$ cat src/rtl/nx_indirect_access_arb_if.sv
// Memory-side bundle shared by the hardware requester, the software
// indirect-access controller and the table SRAM.
//
// Handshake: hw_req / sw_cs act as "valid" and hw_gnt / sw_grant act as
// "ready". A transfer happens in exactly the cycle where both are high. A
// requester keeps its request and command fields stable until it sees its
// grant. A request that is dropped before its grant is forgotten.
//
// Modports:
//   slave  - the arbiter view. It receives requests and mem_rdat, and drives
//            grants, read returns and the memory command.
//   master - the environment view: requesters plus the SRAM.
interface nx_indirect_access_arb_if #(
  parameter int N_ADDR_BITS = 9,
  parameter int N_DATA_BITS = 96
);
  logic                   hw_req;
  logic                   hw_we;
  logic [N_ADDR_BITS-1:0] hw_add;
  logic [N_DATA_BITS-1:0] hw_wdat;
  logic                   hw_gnt;
  logic                   hw_rvalid;
  logic [N_DATA_BITS-1:0] hw_rdat;
  logic                   sw_cs;
  logic                   sw_ce;
  logic                   sw_we;
  logic [N_ADDR_BITS-1:0] sw_add;
  logic [N_DATA_BITS-1:0] sw_wdat;
  logic                   sw_yield;
  logic                   sw_grant;
  logic [N_DATA_BITS-1:0] sw_rdat;
  logic                   mem_cs;
  logic                   mem_ce;
  logic                   mem_we;
  logic [N_ADDR_BITS-1:0] mem_add;
  logic [N_DATA_BITS-1:0] mem_wdat;
  logic [N_DATA_BITS-1:0] mem_rdat;

  modport slave (
    input  hw_req, hw_we, hw_add, hw_wdat,
    input  sw_cs, sw_ce, sw_we, sw_add, sw_wdat, sw_yield,
    input  mem_rdat,
    output hw_gnt, hw_rvalid, hw_rdat,
    output sw_grant, sw_rdat,
    output mem_cs, mem_ce, mem_we, mem_add, mem_wdat
  );

  modport master (
    output hw_req, hw_we, hw_add, hw_wdat,
    output sw_cs, sw_ce, sw_we, sw_add, sw_wdat, sw_yield,
    output mem_rdat,
    input  hw_gnt, hw_rvalid, hw_rdat,
    input  sw_grant, sw_rdat,
    input  mem_cs, mem_ce, mem_we, mem_add, mem_wdat
  );
endinterface

$ cat src/rtl/nx_indirect_access_arb.sv
// Single-port table SRAM arbiter. It sits between the hardware datapath
// requester and the software indirect-access controller. Hardware has
// priority. A burst limiter and sw_yield guarantee that software makes
// forward progress. Read returns are tracked per requester.
//
// Ports:
//   clk, rst_n    - clock, asynchronous active-low reset
//   bus (slave)   - hw_*, sw_* and mem_* signals (see the interface file)
//   stat_clr      - synchronous clear of hw_stall_cnt (wins over increment)
//   hw_stall_cnt  - saturating count of cycles with hw_req high and no hw_gnt
//   dbg_state     - priority state (0 = HW_PRI, 1 = SW_PRI)
module nx_indirect_access_arb #(
  parameter int N_ADDR_BITS  = 9,
  parameter int N_DATA_BITS  = 96,
  parameter int RD_LATENCY   = 1,
  parameter int HW_BURST_MAX = 16
) (
  input  logic                          clk,
  input  logic                          rst_n,
  nx_indirect_access_arb_if.slave       bus,
  input  logic                          stat_clr,
  output logic [15:0]                   hw_stall_cnt,
  output logic                          dbg_state
);

  typedef enum logic {HW_PRI = 1'b0, SW_PRI = 1'b1} pri_e;

  localparam logic [7:0] BURST_LAST = 8'(HW_BURST_MAX - 1);

  pri_e                   state_q, state_d;
  logic [7:0]             burst_q, burst_d;
  logic [RD_LATENCY-1:0]  pipe_vld_q, pipe_vld_d;
  logic [RD_LATENCY-1:0]  pipe_sw_q, pipe_sw_d;
  logic [N_DATA_BITS-1:0] sw_rdat_q, sw_rdat_d;
  logic [15:0]            stall_q, stall_d;

  logic                   hw_gnt;
  logic                   sw_grant;
  logic                   mem_we_w;
  logic [N_ADDR_BITS-1:0] mem_add_w;
  logic                   ret_hw;
  logic                   ret_sw;

  // Arbitration and priority state machine. Grants are gated by rst_n so
  // that no memory command can escape while reset is asserted.
  always_comb begin
    hw_gnt   = 1'b0;
    sw_grant = 1'b0;
    state_d  = state_q;
    burst_d  = burst_q;

    if (rst_n) begin
      case (state_q)
        HW_PRI: begin
          if (bus.hw_req)     hw_gnt   = 1'b1;
          else if (bus.sw_cs) sw_grant = 1'b1;
        end
        SW_PRI: begin
          if (bus.sw_cs)       sw_grant = 1'b1;
          else if (bus.hw_req) hw_gnt   = 1'b1;
        end
        default: ;
      endcase
    end

    // The burst counter counts hardware wins while software waits. It clears
    // whenever software is served or stops asking, which also covers the
    // SW_PRI -> HW_PRI exit.
    if (!bus.sw_cs || sw_grant) burst_d = 8'd0;
    else if (hw_gnt)            burst_d = burst_q + 8'd1;

    case (state_q)
      HW_PRI: begin
        if (bus.sw_cs && (bus.sw_yield || (hw_gnt && burst_q == BURST_LAST)))
          state_d = SW_PRI;
      end
      SW_PRI: begin
        // Software is either served now or has abandoned its request.
        if (sw_grant || !bus.sw_cs) state_d = HW_PRI;
      end
      default: state_d = HW_PRI;
    endcase
  end

  // Memory command is taken combinationally from the winner. With no grant,
  // the address and data fields fall through from the software side.
  assign mem_we_w  = hw_gnt ? bus.hw_we : (sw_grant & bus.sw_we);
  assign mem_add_w = hw_gnt ? bus.hw_add : bus.sw_add;

  assign bus.hw_gnt   = hw_gnt;
  assign bus.sw_grant = sw_grant;
  assign bus.mem_cs   = hw_gnt | sw_grant;
  assign bus.mem_ce   = sw_grant & bus.sw_ce;
  assign bus.mem_we   = mem_we_w;
  assign bus.mem_add  = mem_add_w;
  assign bus.mem_wdat = hw_gnt ? bus.hw_wdat : bus.sw_wdat;

  // Read-return pipeline. Entry 0 is loaded in the grant cycle, and the last
  // entry lines up with mem_rdat RD_LATENCY cycles later. Every non-write
  // software access, compares included, returns to the software side.
  assign ret_hw = pipe_vld_q[RD_LATENCY-1] & ~pipe_sw_q[RD_LATENCY-1];
  assign ret_sw = pipe_vld_q[RD_LATENCY-1] &  pipe_sw_q[RD_LATENCY-1];

  always_comb begin
    pipe_vld_d    = '0;
    pipe_sw_d     = '0;
    pipe_vld_d[0] = (hw_gnt | sw_grant) & ~mem_we_w;
    pipe_sw_d[0]  = sw_grant;
    for (int i = 1; i < RD_LATENCY; i++) begin
      pipe_vld_d[i] = pipe_vld_q[i-1];
      pipe_sw_d[i]  = pipe_sw_q[i-1];
    end
  end

  assign sw_rdat_d     = ret_sw ? bus.mem_rdat : sw_rdat_q;
  assign bus.hw_rvalid = ret_hw;
  assign bus.hw_rdat   = bus.mem_rdat;
  // Bypass lets software see its data in the return cycle itself.
  assign bus.sw_rdat   = ret_sw ? bus.mem_rdat : sw_rdat_q;

  always_comb begin
    stall_d = stall_q;
    if (stat_clr)                                         stall_d = 16'd0;
    else if (bus.hw_req && !hw_gnt && stall_q != 16'hFFFF) stall_d = stall_q + 16'd1;
  end

  assign hw_stall_cnt = stall_q;
  assign dbg_state    = state_q;

  always_ff @(posedge clk or negedge rst_n) begin
    if (!rst_n) begin
      state_q    <= HW_PRI;
      burst_q    <= 8'd0;
      pipe_vld_q <= '0;
      pipe_sw_q  <= '0;
      sw_rdat_q  <= '0;
      stall_q    <= 16'd0;
    end else begin
      state_q    <= state_d;
      burst_q    <= burst_d;
      pipe_vld_q <= pipe_vld_d;
      pipe_sw_q  <= pipe_sw_d;
      sw_rdat_q  <= sw_rdat_d;
      stall_q    <= stall_d;
    end
  end

endmodule

$ cat src/flat_wrapper.sv
// flat-port wrapper written by rule: the top's interface ports become plain ports
module nx_indirect_access_arb_flat 
#(
  parameter int N_ADDR_BITS  = 9,
  parameter int N_DATA_BITS  = 96,
  parameter int RD_LATENCY   = 1,
  parameter int HW_BURST_MAX = 16
)
  (clk, rst_n, stat_clr, hw_stall_cnt, dbg_state, bus_hw_req, bus_hw_we, bus_hw_add, bus_hw_wdat, bus_sw_cs, bus_sw_ce, bus_sw_we, bus_sw_add, bus_sw_wdat, bus_sw_yield, bus_mem_rdat, bus_hw_gnt, bus_hw_rvalid, bus_hw_rdat, bus_sw_grant, bus_sw_rdat, bus_mem_cs, bus_mem_ce, bus_mem_we, bus_mem_add, bus_mem_wdat);
  nx_indirect_access_arb_if #(.N_ADDR_BITS(N_ADDR_BITS), .N_DATA_BITS(N_DATA_BITS)) bus_i ();
  input  logic clk;
  input  logic rst_n;
  input  logic stat_clr;
  output logic [15:0] hw_stall_cnt;
  output logic dbg_state;
  input wire logic [$bits(bus_i.hw_req)-1:0] bus_hw_req;
  input wire logic [$bits(bus_i.hw_we)-1:0] bus_hw_we;
  input wire logic [$bits(bus_i.hw_add)-1:0] bus_hw_add;
  input wire logic [$bits(bus_i.hw_wdat)-1:0] bus_hw_wdat;
  input wire logic [$bits(bus_i.sw_cs)-1:0] bus_sw_cs;
  input wire logic [$bits(bus_i.sw_ce)-1:0] bus_sw_ce;
  input wire logic [$bits(bus_i.sw_we)-1:0] bus_sw_we;
  input wire logic [$bits(bus_i.sw_add)-1:0] bus_sw_add;
  input wire logic [$bits(bus_i.sw_wdat)-1:0] bus_sw_wdat;
  input wire logic [$bits(bus_i.sw_yield)-1:0] bus_sw_yield;
  input wire logic [$bits(bus_i.mem_rdat)-1:0] bus_mem_rdat;
  output wire logic [$bits(bus_i.hw_gnt)-1:0] bus_hw_gnt;
  output wire logic [$bits(bus_i.hw_rvalid)-1:0] bus_hw_rvalid;
  output wire logic [$bits(bus_i.hw_rdat)-1:0] bus_hw_rdat;
  output wire logic [$bits(bus_i.sw_grant)-1:0] bus_sw_grant;
  output wire logic [$bits(bus_i.sw_rdat)-1:0] bus_sw_rdat;
  output wire logic [$bits(bus_i.mem_cs)-1:0] bus_mem_cs;
  output wire logic [$bits(bus_i.mem_ce)-1:0] bus_mem_ce;
  output wire logic [$bits(bus_i.mem_we)-1:0] bus_mem_we;
  output wire logic [$bits(bus_i.mem_add)-1:0] bus_mem_add;
  output wire logic [$bits(bus_i.mem_wdat)-1:0] bus_mem_wdat;
  assign bus_i.hw_req = bus_hw_req;
  assign bus_i.hw_we = bus_hw_we;
  assign bus_i.hw_add = bus_hw_add;
  assign bus_i.hw_wdat = bus_hw_wdat;
  assign bus_i.sw_cs = bus_sw_cs;
  assign bus_i.sw_ce = bus_sw_ce;
  assign bus_i.sw_we = bus_sw_we;
  assign bus_i.sw_add = bus_sw_add;
  assign bus_i.sw_wdat = bus_sw_wdat;
  assign bus_i.sw_yield = bus_sw_yield;
  assign bus_i.mem_rdat = bus_mem_rdat;
  assign bus_hw_gnt = bus_i.hw_gnt;
  assign bus_hw_rvalid = bus_i.hw_rvalid;
  assign bus_hw_rdat = bus_i.hw_rdat;
  assign bus_sw_grant = bus_i.sw_grant;
  assign bus_sw_rdat = bus_i.sw_rdat;
  assign bus_mem_cs = bus_i.mem_cs;
  assign bus_mem_ce = bus_i.mem_ce;
  assign bus_mem_we = bus_i.mem_we;
  assign bus_mem_add = bus_i.mem_add;
  assign bus_mem_wdat = bus_i.mem_wdat;
  nx_indirect_access_arb #(.N_ADDR_BITS(N_ADDR_BITS), .N_DATA_BITS(N_DATA_BITS), .RD_LATENCY(RD_LATENCY), .HW_BURST_MAX(HW_BURST_MAX)) u_core (.clk(clk), .rst_n(rst_n), .bus(bus_i), .stat_clr(stat_clr), .hw_stall_cnt(hw_stall_cnt), .dbg_state(dbg_state));
endmodule
$ cat config.mk
export PLATFORM = sky130hd
export DESIGN_NAME = nx_indirect_access_arb_flat
export DESIGN_NICKNAME = d
export VERILOG_FILES = /design/src/rtl/nx_indirect_access_arb_if.sv /design/src/rtl/nx_indirect_access_arb.sv /design/src/flat_wrapper.sv
export SDC_FILE = /design/constraint.sdc
export NUM_CORES = 1
export LEC_CHECK = 0
export CORE_AREA = 2 2 248 250
export CTS_CLUSTER_SIZE = 28
export DETAILED_ROUTE_END_ITERATION = 8
export DIE_AREA = 0 0 250 252
export HOLD_SLACK_MARGIN = 0.08
export PLACE_DENSITY_LB_ADDON = 0.05
export REMOVE_ABC_BUFFERS = 1
export SLEW_MARGIN = 20
export SYNTH_ARGS = -nofsm -noshare
export SYNTH_HDL_FRONTEND = slang
export SYNTH_SLANG_ARGS = --single-unit
$ cat constraint.sdc
create_clock -name clk -period 2.5 [get_ports clk]
set_input_delay 0.5 -clock clk [delete_from_list [all_inputs] [get_ports clk]]
set_output_delay 0.5 -clock clk [all_outputs]
set_load 0.03 [all_outputs]
==> results.txt, run 1 <==
- Critical Path Max Stage Delay: between 0.4 and 0.5 ns
- The run finished with clean final reports.
- The first detailed-routing pass ran for 4 iterations.
- The later pin in the worst-skew pair is clocked with a latency of 0.44 ns.
- Yosys mapped a number of flops with a built-in enable equal to 0.
- Cell family contributing the most delay on the critical path: buffers and inverters
- Worst setup slack after layout: 0.0100 ns
* Via count of the routed design: 7733
- Summed instance area of the synthesized netlist: 0.00698 sq mm
- Combined buffer and inverter count along the critical path: 6
* Vert. Die Dim: 252 um
- Hold timing on the final database bottoms out at a slack of between 0.1 and 0.15 ns.
* Horizontal die dimension: 250 um
* Average instance area after synthesis: ~8.8 sq um
- Summed over all instances, the cell type with the most area after synthesis is dfrtp_1.
- During I/O placement, the number of pins put on the boundary was 635.
* Setup repair after global routing missed its margin: yes
* Via density per instance: about 3.6
* Min Clock Period, post-route: about 2.5 ns
- Cells on worst reg2reg path: 6
- The number of antenna violations at the first check in global routing came to 6.
- STA classifies the critical path endpoint as an output port.
* Library cell contributing the largest single delay on the critical path: clkdlybuf4s50_1
- After detailed routing, the number of remaining DRC violations is 0.
* Total number of placement rows: 90
- Worst setup slack before clock tree synthesis: -0.192 ns
- H-tree levels: 4
- Clock-pin slew reported for the worst setup and hold paths after clock tree synthesis: 0.06 ns
- STA classifies the critical path startpoint as a primary input.
- For the pin with the worst max-slew slack, the measured transition is 0.900 ns.
- After floorplanning, the core was sized to cover 0.0601 sq mm.
- Summed over all cells, the static leakage comes to 6.93 nW.
* Number of buffers added by the clock tree synthesis step: 17
- Required time at the endpoint of the critical path: roughly 2 ns
* Sequence of cells on the critical path: clkdlybuf4s50_1 -> buf_4 -> nand2_8 -> inv_8 -> buf_12 -> clkbuf_16 -> nand2_2 -> nand2_2 -> buf_6
- Total die area: 0.0630 sq mm
- Final worst path period share: 0.996
- Counting flops and latches in the post-synthesis netlist gives about 120.
- NumNets Final: 1697
- At the end of routability-driven placement, the weighted congestion stood at 0.790.
- Number of fillers in the final layout: 6558
* Global-route wire length before repair: between 50000 and 60000 um
- During synthesis, Yosys emitted a total of 0 warnings.
- Hold Path Class: primary input to asynchronous set/reset pin
- Most frequently used flop master after synthesis: dfrtp_1
- In this design, the critical path's most frequently occurring cell is nand2_2.
- GRT Residual Overflow: 0
- After synthesis, the netlist uses 39 different library cells.
* Slew HR: 0.400
- Worst path depth: 9
- Max_cap viols: 0
- Along the worst path, the maximum fanout reaches 7.
* First DRT Iteration DRCs: 187
- Final ANT Viol Nets: 0
- Area of the multi-input gates: 0.00342 sq mm
- The clock arrives with between 0.01 and 0.015 ns of skew.
* Data arrival time of the critical path: 1.99 ns
- Area share of the largest cell type after synthesis: 0.441
* Root Buffer: clkbuf_16
- Largest net degree at the start of global routing: 67
* Half-perimeter wire length after placement: 35200 um
- Power spread over the standard cell area amounts to between 600 and 700 mW/mm^2.
* Ranking of synthesized cells by area: dfrtp_1, nand2_1, mux2_2
- Routed wirelength normalized by instance count: roughly 20 um
- Crit Path Category: primary input to output port
- IR analysis of the VDD net gives a maximum drop of 0.467 mV.
* Layout overhead on the synthesized area: 123%
- Initial Utilization: 0.116
* Total routed wirelength: 43200 um
* Ratio of cells with drive above 1 in the final layout: 0.347
* Overall routing resource usage: 0.130
- Seq/Total Area, Yosys: 0.441
- The number of global-route vias before repair came to 8155.
* Most frequent cells in the layout: clkdlybuf4s50_1, nand2_1, dfrtp_1
* Slew Viols, Final: 0
- The clock drives 123 sinks.
- Final-report setup violation count: 0
- Synth async-reset ratio: 1.00
* Achievable clock frequency: 402 MHz
- The library cell used most frequently in the layout, excluding fill and tap cells, is clkdlybuf4s50_1.
- Total area of sequential cells: around 0.0031 sq mm
- CTS tree: done
- Cells after synthesis: 793
* Number of buffer cells added on primary ports: about 630
* Final hold violation count: 0
- In this run the deepest clock path goes through 2 buffers.
## cell usage after synthesis (2+ instances only)
| cell | instances |
|---|---|
| a21oi_1 | 19 |
| and2_1 | 3 |
| buf_1 | 15 |
| buf_2 | 4 |
| buf_4 | 96 |
| clkbuf_1 | 18 |
| dfrtp_1 | 123 |
| ha_1 | 2 |
| inv_1 | 4 |
| mux2_2 | 97 |
| nand2_1 | 328 |
| nand2b_1 | 3 |
| nand3_1 | 6 |
| nand4_1 | 9 |
| nor2_1 | 9 |
| nor4_1 | 2 |
| o21ai_0 | 7 |
| o31ai_1 | 9 |
| or2_2 | 2 |
| or3_1 | 7 |
| or4_1 | 9 |
| or4b_2 | 2 |
| xor2_1 | 3 |
## logic make-up (layout without fill, tap and decap cells)
family | count (synthesis) | in the layout | synth area share
xor+xnor | 4 | 4 | 0.00502
compound gates | 41 | 41 | 0.0359
simple gates | 386 | 386 | 0.229
flops | 123 | 123 | 0.441
fa+ha+maj | 2 | 2 | 0.00359
mux | 98 | 98 | 0.158
buf+inv | 139 | 739 | 0.127
other cells | 0 | 3 | 0
## flip-flops by register name, indices dropped and copies added (netlist names)
name                 flops
u_core.hw_stall_cnt     16
u_core.sw_rdat_q        96
u_core.burst_q           8
u_core.pipe_sw_q         1
u_core.pipe_vld_q        1
u_core.dbg_state         1
## per-layer routing
| layer | vias up | track usage | part of all wire |
|---|---|---|---|
| li1 | 3685 | - | - |
| met1 | 3614 | 0.138 | 0.38 |
| met2 | 405 | 0.238 | 0.51 |
| met3 | 25 | 0.0544 | 0.092 |
| met4 | 4 | 0.0340 | 0.014 |
| met5 | - | 0 | 0.00065 |
## final timing paths
check                                               start                            endpoint  slack (ns)
max                                            bus_hw_req                    bus_mem_wdat[28]        0.01
min in group clk           u_core.sw_rdat_q[22]$_DFF_PN0_      u_core.sw_rdat_q[22]$_DFF_PN0_        0.49
min reg2reg                u_core.sw_rdat_q[22]$_DFF_PN0_      u_core.sw_rdat_q[22]$_DFF_PN0_        0.49
max reg2reg                    u_core.dbg_state$_DFF_PN0_  u_core.hw_stall_cnt[9]$_DFFE_PN0P_        0.36
min                                                 rst_n          u_core.dbg_state$_DFF_PN0_        0.12
max in group asynchronous                           rst_n      u_core.sw_rdat_q[59]$_DFF_PN0_        1.11
## what timing repair did
action / 4_1_cts / 5_1_grt
cloned: 2 / 9
pin swaps: 2 / 48
hold endpoints to repair: 2 / 0
endpoints found under the setup margin: 157 / 134
resized for setup: 140 / 202
hold buffers: 1 / 0
buffers inserted: 6 / 2
## per-stage QoR
step	cells	power [mW]	instance area (sq um)	setup TNS (ns)	util
2_1_floorplan	659	4.77	6110	-398.60	-
3_5_place_dp	2124	7.42	13800	-8.64	0.230
4_1_cts	2165	10.2	14700	-0.737	0.245
6_report	2178	10.2	15500	0	0.258
3_3_place_gp	2124	7.45	13800	-8.17	0.230
5_1_grt	2178	10.7	15500	-1.71	0.258
## report_power, final
| part | leakage, nW | switching [mW] | total [mW] | internal [mW] |
|---|---|---|---|---|
| registers | 1.49 | 0.110 | 2.58 | 2.47 |
| clock network | 0.285 | 0.976 | 2.57 | 1.59 |
| logic | 5.16 | 2.76 | 5.02 | 2.26 |
| total | 6.93 | 3.85 | 10.2 | 6.33 |
## area by class of cell
type                       instances  share of cell area
timing repair buffer             702               0.478
multi-input combinational        531               0.220
sequential                       123               0.199
tap                              782              0.0630
clock buffer                      22              0.0293
clock inverter                    10             0.00911
inverter                           5             0.00169
antenna                            3            0.000484
(Power assumes the default switching activity.)
==> run 2, diff against run 1 <==
- ABC_AREA: unset -> 1
- CORE_AREA: 2 2 248 250 -> 2 2 244 246
- DIE_AREA: 0 0 250 252 -> 0 0 246 248
==> run 2 against run 1 <==
Net effect:
- die area decreased by 3.2%
- routed wire length hardly changed
- critical path depth is 2 lower
- count of clock-buffer cells in the layout is 3 lower
- critical endpoint is now bus_mem_add[8]
==> results.txt, run 2 <==
* Worst setup slack after layout: 0.0318 ns (+0.0218 ns)
* Ranking of synthesized cells by area: dfrtp_1, nand2_1, mux2_2
- #FFs+latches synth: 123 (unchanged)
* H-tree levels: 4 (unchanged)
- The cell-internal power is 6.15 mW (-2.9%).
- Min Clock Period, post-route: 2.47 ns (-0.0218 ns)
* Placed cell areas: 0.0140 sq mm (+1.5%)
* Xor-xnor portion of the synthesized cell area: 0.00244 (-0.00259)
- The number of fill cells in the layout came to 6409 (-2.3%).
- The worst setup path is launched from a primary input.
- Layout overhead on the synthesized area: 107%
* Slew Viols, Final: 0 (unchanged)
* Overall routing resource usage: 0.135 (+0.00408)
* Achievable clock frequency: 405 MHz (+0.88%)
- Root Buffer: clkbuf_16
- Of all cell types, the one taking the most synthesized area is dfrtp_1.
- The area inside the core boundary came to 0.0585 sq mm (-2.8%).
- The number of placed I/O pins was 635 (unchanged).
* Status: completed
- Share of synthesized cell area in full adder, half adder and majority cells: 0.00348 (-0.000108)
* Share of total power in combinational logic: 0.486 (-0.008)
* Largest net degree at the start of global routing: 111 (+66%)
- Number of buffer cells added on primary ports: 634 (unchanged)
* Most common cell in the netlist: nand2_1
- The die outline area came to 0.0610 sq mm (-3.2%).
- Number of buffers on the longest clock path: 2 (unchanged)
- The total clock sinks is 123 (unchanged).
* Minimum hold slack: 0.142 ns (+0.0252 ns)
- The number of nets still failing antenna checks after routing was 0 (unchanged).
* Area share of the largest cell type after synthesis: 0.428 (-0.0133)
* Synth async-reset ratio: 1.00 (unchanged)
* Worst-path maximum fanout: 10 (+3)
- Overall power consumption: 10.0 mW (-1.4%)
- Setup repair after global routing missed its margin: yes
- Total number of placement rows: 89 (-1.1%)
- Share of total power in the clock network: 0.257 (+0.004)
* Required time at the endpoint of the critical path: 2.00 ns (about the same)
- Vert. Die Dim: 248 um (-1.6%)
- The last weighted congestion value of the routability-driven placer is 0.799 (+1.2%).
- Most frequently used flop master after synthesis: dfrtp_1
* Via count of the routed design: 7840 (+1.4%)
- Actual transition at the worst max-transition pin: 0.707 ns (-0.193 ns)
- The via density per instance was 3.51 (-1.1%).
- The global-route wire length before repair came to 58300 um (-0.85%).
* Number of buffers added by the clock tree synthesis step: 17 (unchanged)
- The overall die width came to 246 um (-1.6%).
* Start point of the critical path: bus_hw_req
- The Yosys warning count is 0 (unchanged).
* Initial Utilization: 0.123 (+0.00702)
- Antenna violations before repair: 9 (+3)
- Peak supply drop: 0.455 mV (-2.7%)
- NumNets Final: 1758 (+3.6%)
- Total routed wirelength: 43200 um (about the same)
* Critical path endpoint category: output port
* Sequence of cells on the critical path: clkdlybuf4s50_1 -> nand3_4 -> buf_12 -> buf_12 -> nand2_1 -> nand2_1 -> buf_4
- Critical Path Max Stage Delay: 0.54 ns (+0.05 ns)
- Sw power: 3.89 mW (+1.1%)
- The switching power as a share of total power came to 0.388 (+0.00961).
- The HPWL after detailed placement was 36000 um (+2.1%).
- CTS tree: done
- Library cell contributing the largest single delay on the critical path: clkdlybuf4s50_1
- Seq/Total Area, Yosys: 0.428 (-0.0133)
- In the layout the commonest cells are clkdlybuf4s50_1, nand2_1, buf_4.
- Final-report setup violation count: 0 (unchanged)
- Combinational family with the most area after synthesis: simple AND/OR/NAND/NOR gates
- Routed wirelength normalized by instance count: 19.4 um (-2.4%)
- The clock latency at the later pin of the worst-skew pair is 0.43 ns (about the same).
- The number of unique standard cell types used by synthesis was 25 (-36%).
- The critical path is of the primary input to output port type.
- The post-route DRC violation count was 0 (unchanged).
- Areal power density over the cells: 674 mW/mm^2 (+2.8%)
* Number of enable-type register cells in the synthesized netlist: 0 (unchanged)
- Most common library cell in the layout ignoring fill and taps: clkdlybuf4s50_1
- Post-synth top cells: nand2_1, dfrtp_1, buf_4, mux2_2, buf_2
* Slew HR: 0.529 (+0.129)
- u_core.sw_rdat_q holds more flip-flops than any other register.
- The arrival time reported for the critical path endpoint was 1.97 ns (-0.02 ns).
* Final worst path period share: 0.987 (-0.00873)
- The depth of the worst register-to-register path was 9 (+3).
- The proportion of synthesized area in mux cells came to 0.150 (-0.00771).
- Number of global-route vias before repair: 8196 (+0.50%)
- The leakage power total came to 6.75 nW (-2.6%).
- The synthesized area divided by synthesized cell count is 8.19 sq um (-6.9%).
- DRT Pass-1 Iters: 5 (+1)
- The pre-CTS setup slack is 0.0201 ns (+0.212 ns).
* Hold Path Class: primary input to asynchronous set/reset pin
- Ratio of cells with drive above 1 in the final layout: 0.268 (-0.0799)
- Share of the synthesized area in compound gates (AO/OA/AOI/OAI): 0.0125 (-0.0233)
* Final hold violation count: 0 (unchanged)
- Post-route clock skew: 0.00726 ns (-0.00356 ns)
- The number of maximum-capacitance violations came to 0 (unchanged).
* Fraction of power consumed by sequential logic: 0.257 (+0.003)
- The global route total overflow is 0 (unchanged).
* Launching point of the worst reg2reg path: u_core.hw_stall_cnt[0]$_DFFE_PN0P_
* Non-Filler Cell Area, Final: 0.0149 sq mm (-4.1%)
- Number of flip-flops under the largest register name: 96 (unchanged)
- Clock-pin slew reported for the worst setup and hold paths after clock tree synthesis: 0.06 ns (about the same)
* First DRT Iteration DRCs: 241 (+29%)
- The total standard cell area after synthesis came to 0.00719 sq mm (+3.1%).
- Synthesized-area fraction occupied by and/or/nand/nor cells: 0.260 (+0.0312)
- Cells after synthesis: 878 (+11%)
[run 2: cell count changes in the layout (fill, tap and decap cells not counted), sizes merged, moves of 7 or more]
cell | before | now
a21oi | 19 | 8
buf | 247 | 230
clkbuf | 31 | 24
clkdlybuf4s15 | 19 | 6
dlygate4sd2 | 2 | 11
inv | 6 | 37
nand2 | 328 | 395
nand3 | 6 | 26
nor2 | 9 | 35
o31ai | 9 | 0
or3 | 7 | 0
or4 | 10 | 0
[run 2: what timing repair did]
action | in CTS | in global routing
setup buffers | 6 | 1
hold buffers | 1 | 0
resized for setup | 194 | 73
gates cloned | 2 | 4
pin swaps | 1 | 1
setup endpoints to repair | 75 | 140
hold endpoints to repair | 13 | 0
[run 2: kinds of logic (layout without fill, tap and decap cells)]
kind of cell,Yosys count,in the layout
other,0,5
and+or+nand+nor,471,471
DFF,123,123
buffers and inverters,166,742
AOI/OAI and AO/OA,18,18
xor gates and xnor gates,2,2
muxes,96,96
adders and majority gates,2,2
[run 2: power by group through the flow]
| stage | Clock [mW] | Combinational [mW] | Sequential (mW) |
|---|---|---|---|
| finish | 2.58 | 4.87 | 2.58 |
| global route | 2.80 | 5.15 | 2.64 |
| CTS | 2.73 | 4.97 | 2.58 |
| detailed placement | 0 | 5.02 | 2.62 |
| global placement | 0 | 5.05 | 2.60 |
| floorplan | 0 | 2.19 | 2.59 |
[run 2: metal layers]
metal	GRT usage	part of all wire	vias to the layer above
met1	0.135	0.34	3583
met3	0.0509	0.094	36
li1	-	-	3822
met5	0	0.00037	-
met2	0.256	0.55	397
met4	0.0406	0.018	2
[run 2: worst max-delay path: cells and delay by family]
kind | cells | cell delay (ns)
buf+inv | 4 | 1.08
simple gates | 3 | 0.38
[run 2: worst paths after layout]
check	end	slack [ns]
setup / recovery	bus_mem_add[8]	0.03
hold / removal	u_core.hw_stall_cnt[13]$_DFFE_PN0P_	0.14
setup reg to reg	u_core.hw_stall_cnt[7]$_DFFE_PN0P_	0.71
hold reg to reg	u_core.sw_rdat_q[77]$_DFF_PN0_	0.49
max in group asynchronous	u_core.pipe_vld_q$_DFF_PN0_	1.61
min in group clk	u_core.dbg_state$_DFF_PN0_	0.49
[run 2: cell type report]
| type | instances | area (sq um) | area share |
|---|---|---|---|
| repair buffers | 678 | 6960 | 0.467 |
| clock inverters | 13 | 158 | 0.0106 |
| flip-flops and latches | 123 | 3080 | 0.207 |
| clock buffers | 19 | 443 | 0.0297 |
| inverters | 32 | 128 | 0.00857 |
| multi-input cells | 589 | 3150 | 0.211 |
| diodes | 5 | 12.5 | 0.000840 |
| well taps | 773 | 967 | 0.0650 |
[run 2: stage by stage]
| stage | setup TNS, ns | instances | utilization |
|---|---|---|---|
| 2_1_floorplan | -344.11 | 744 | - |
| 3_3_place_gp | 0 | 2183 | 0.240 |
| 3_5_place_dp | 0 | 2183 | 0.240 |
| 4_1_cts | -2.21 | 2224 | 0.253 |
| 5_1_grt | -0.316 | 2230 | 0.255 |
| 6_report | 0 | 2232 | 0.255 |
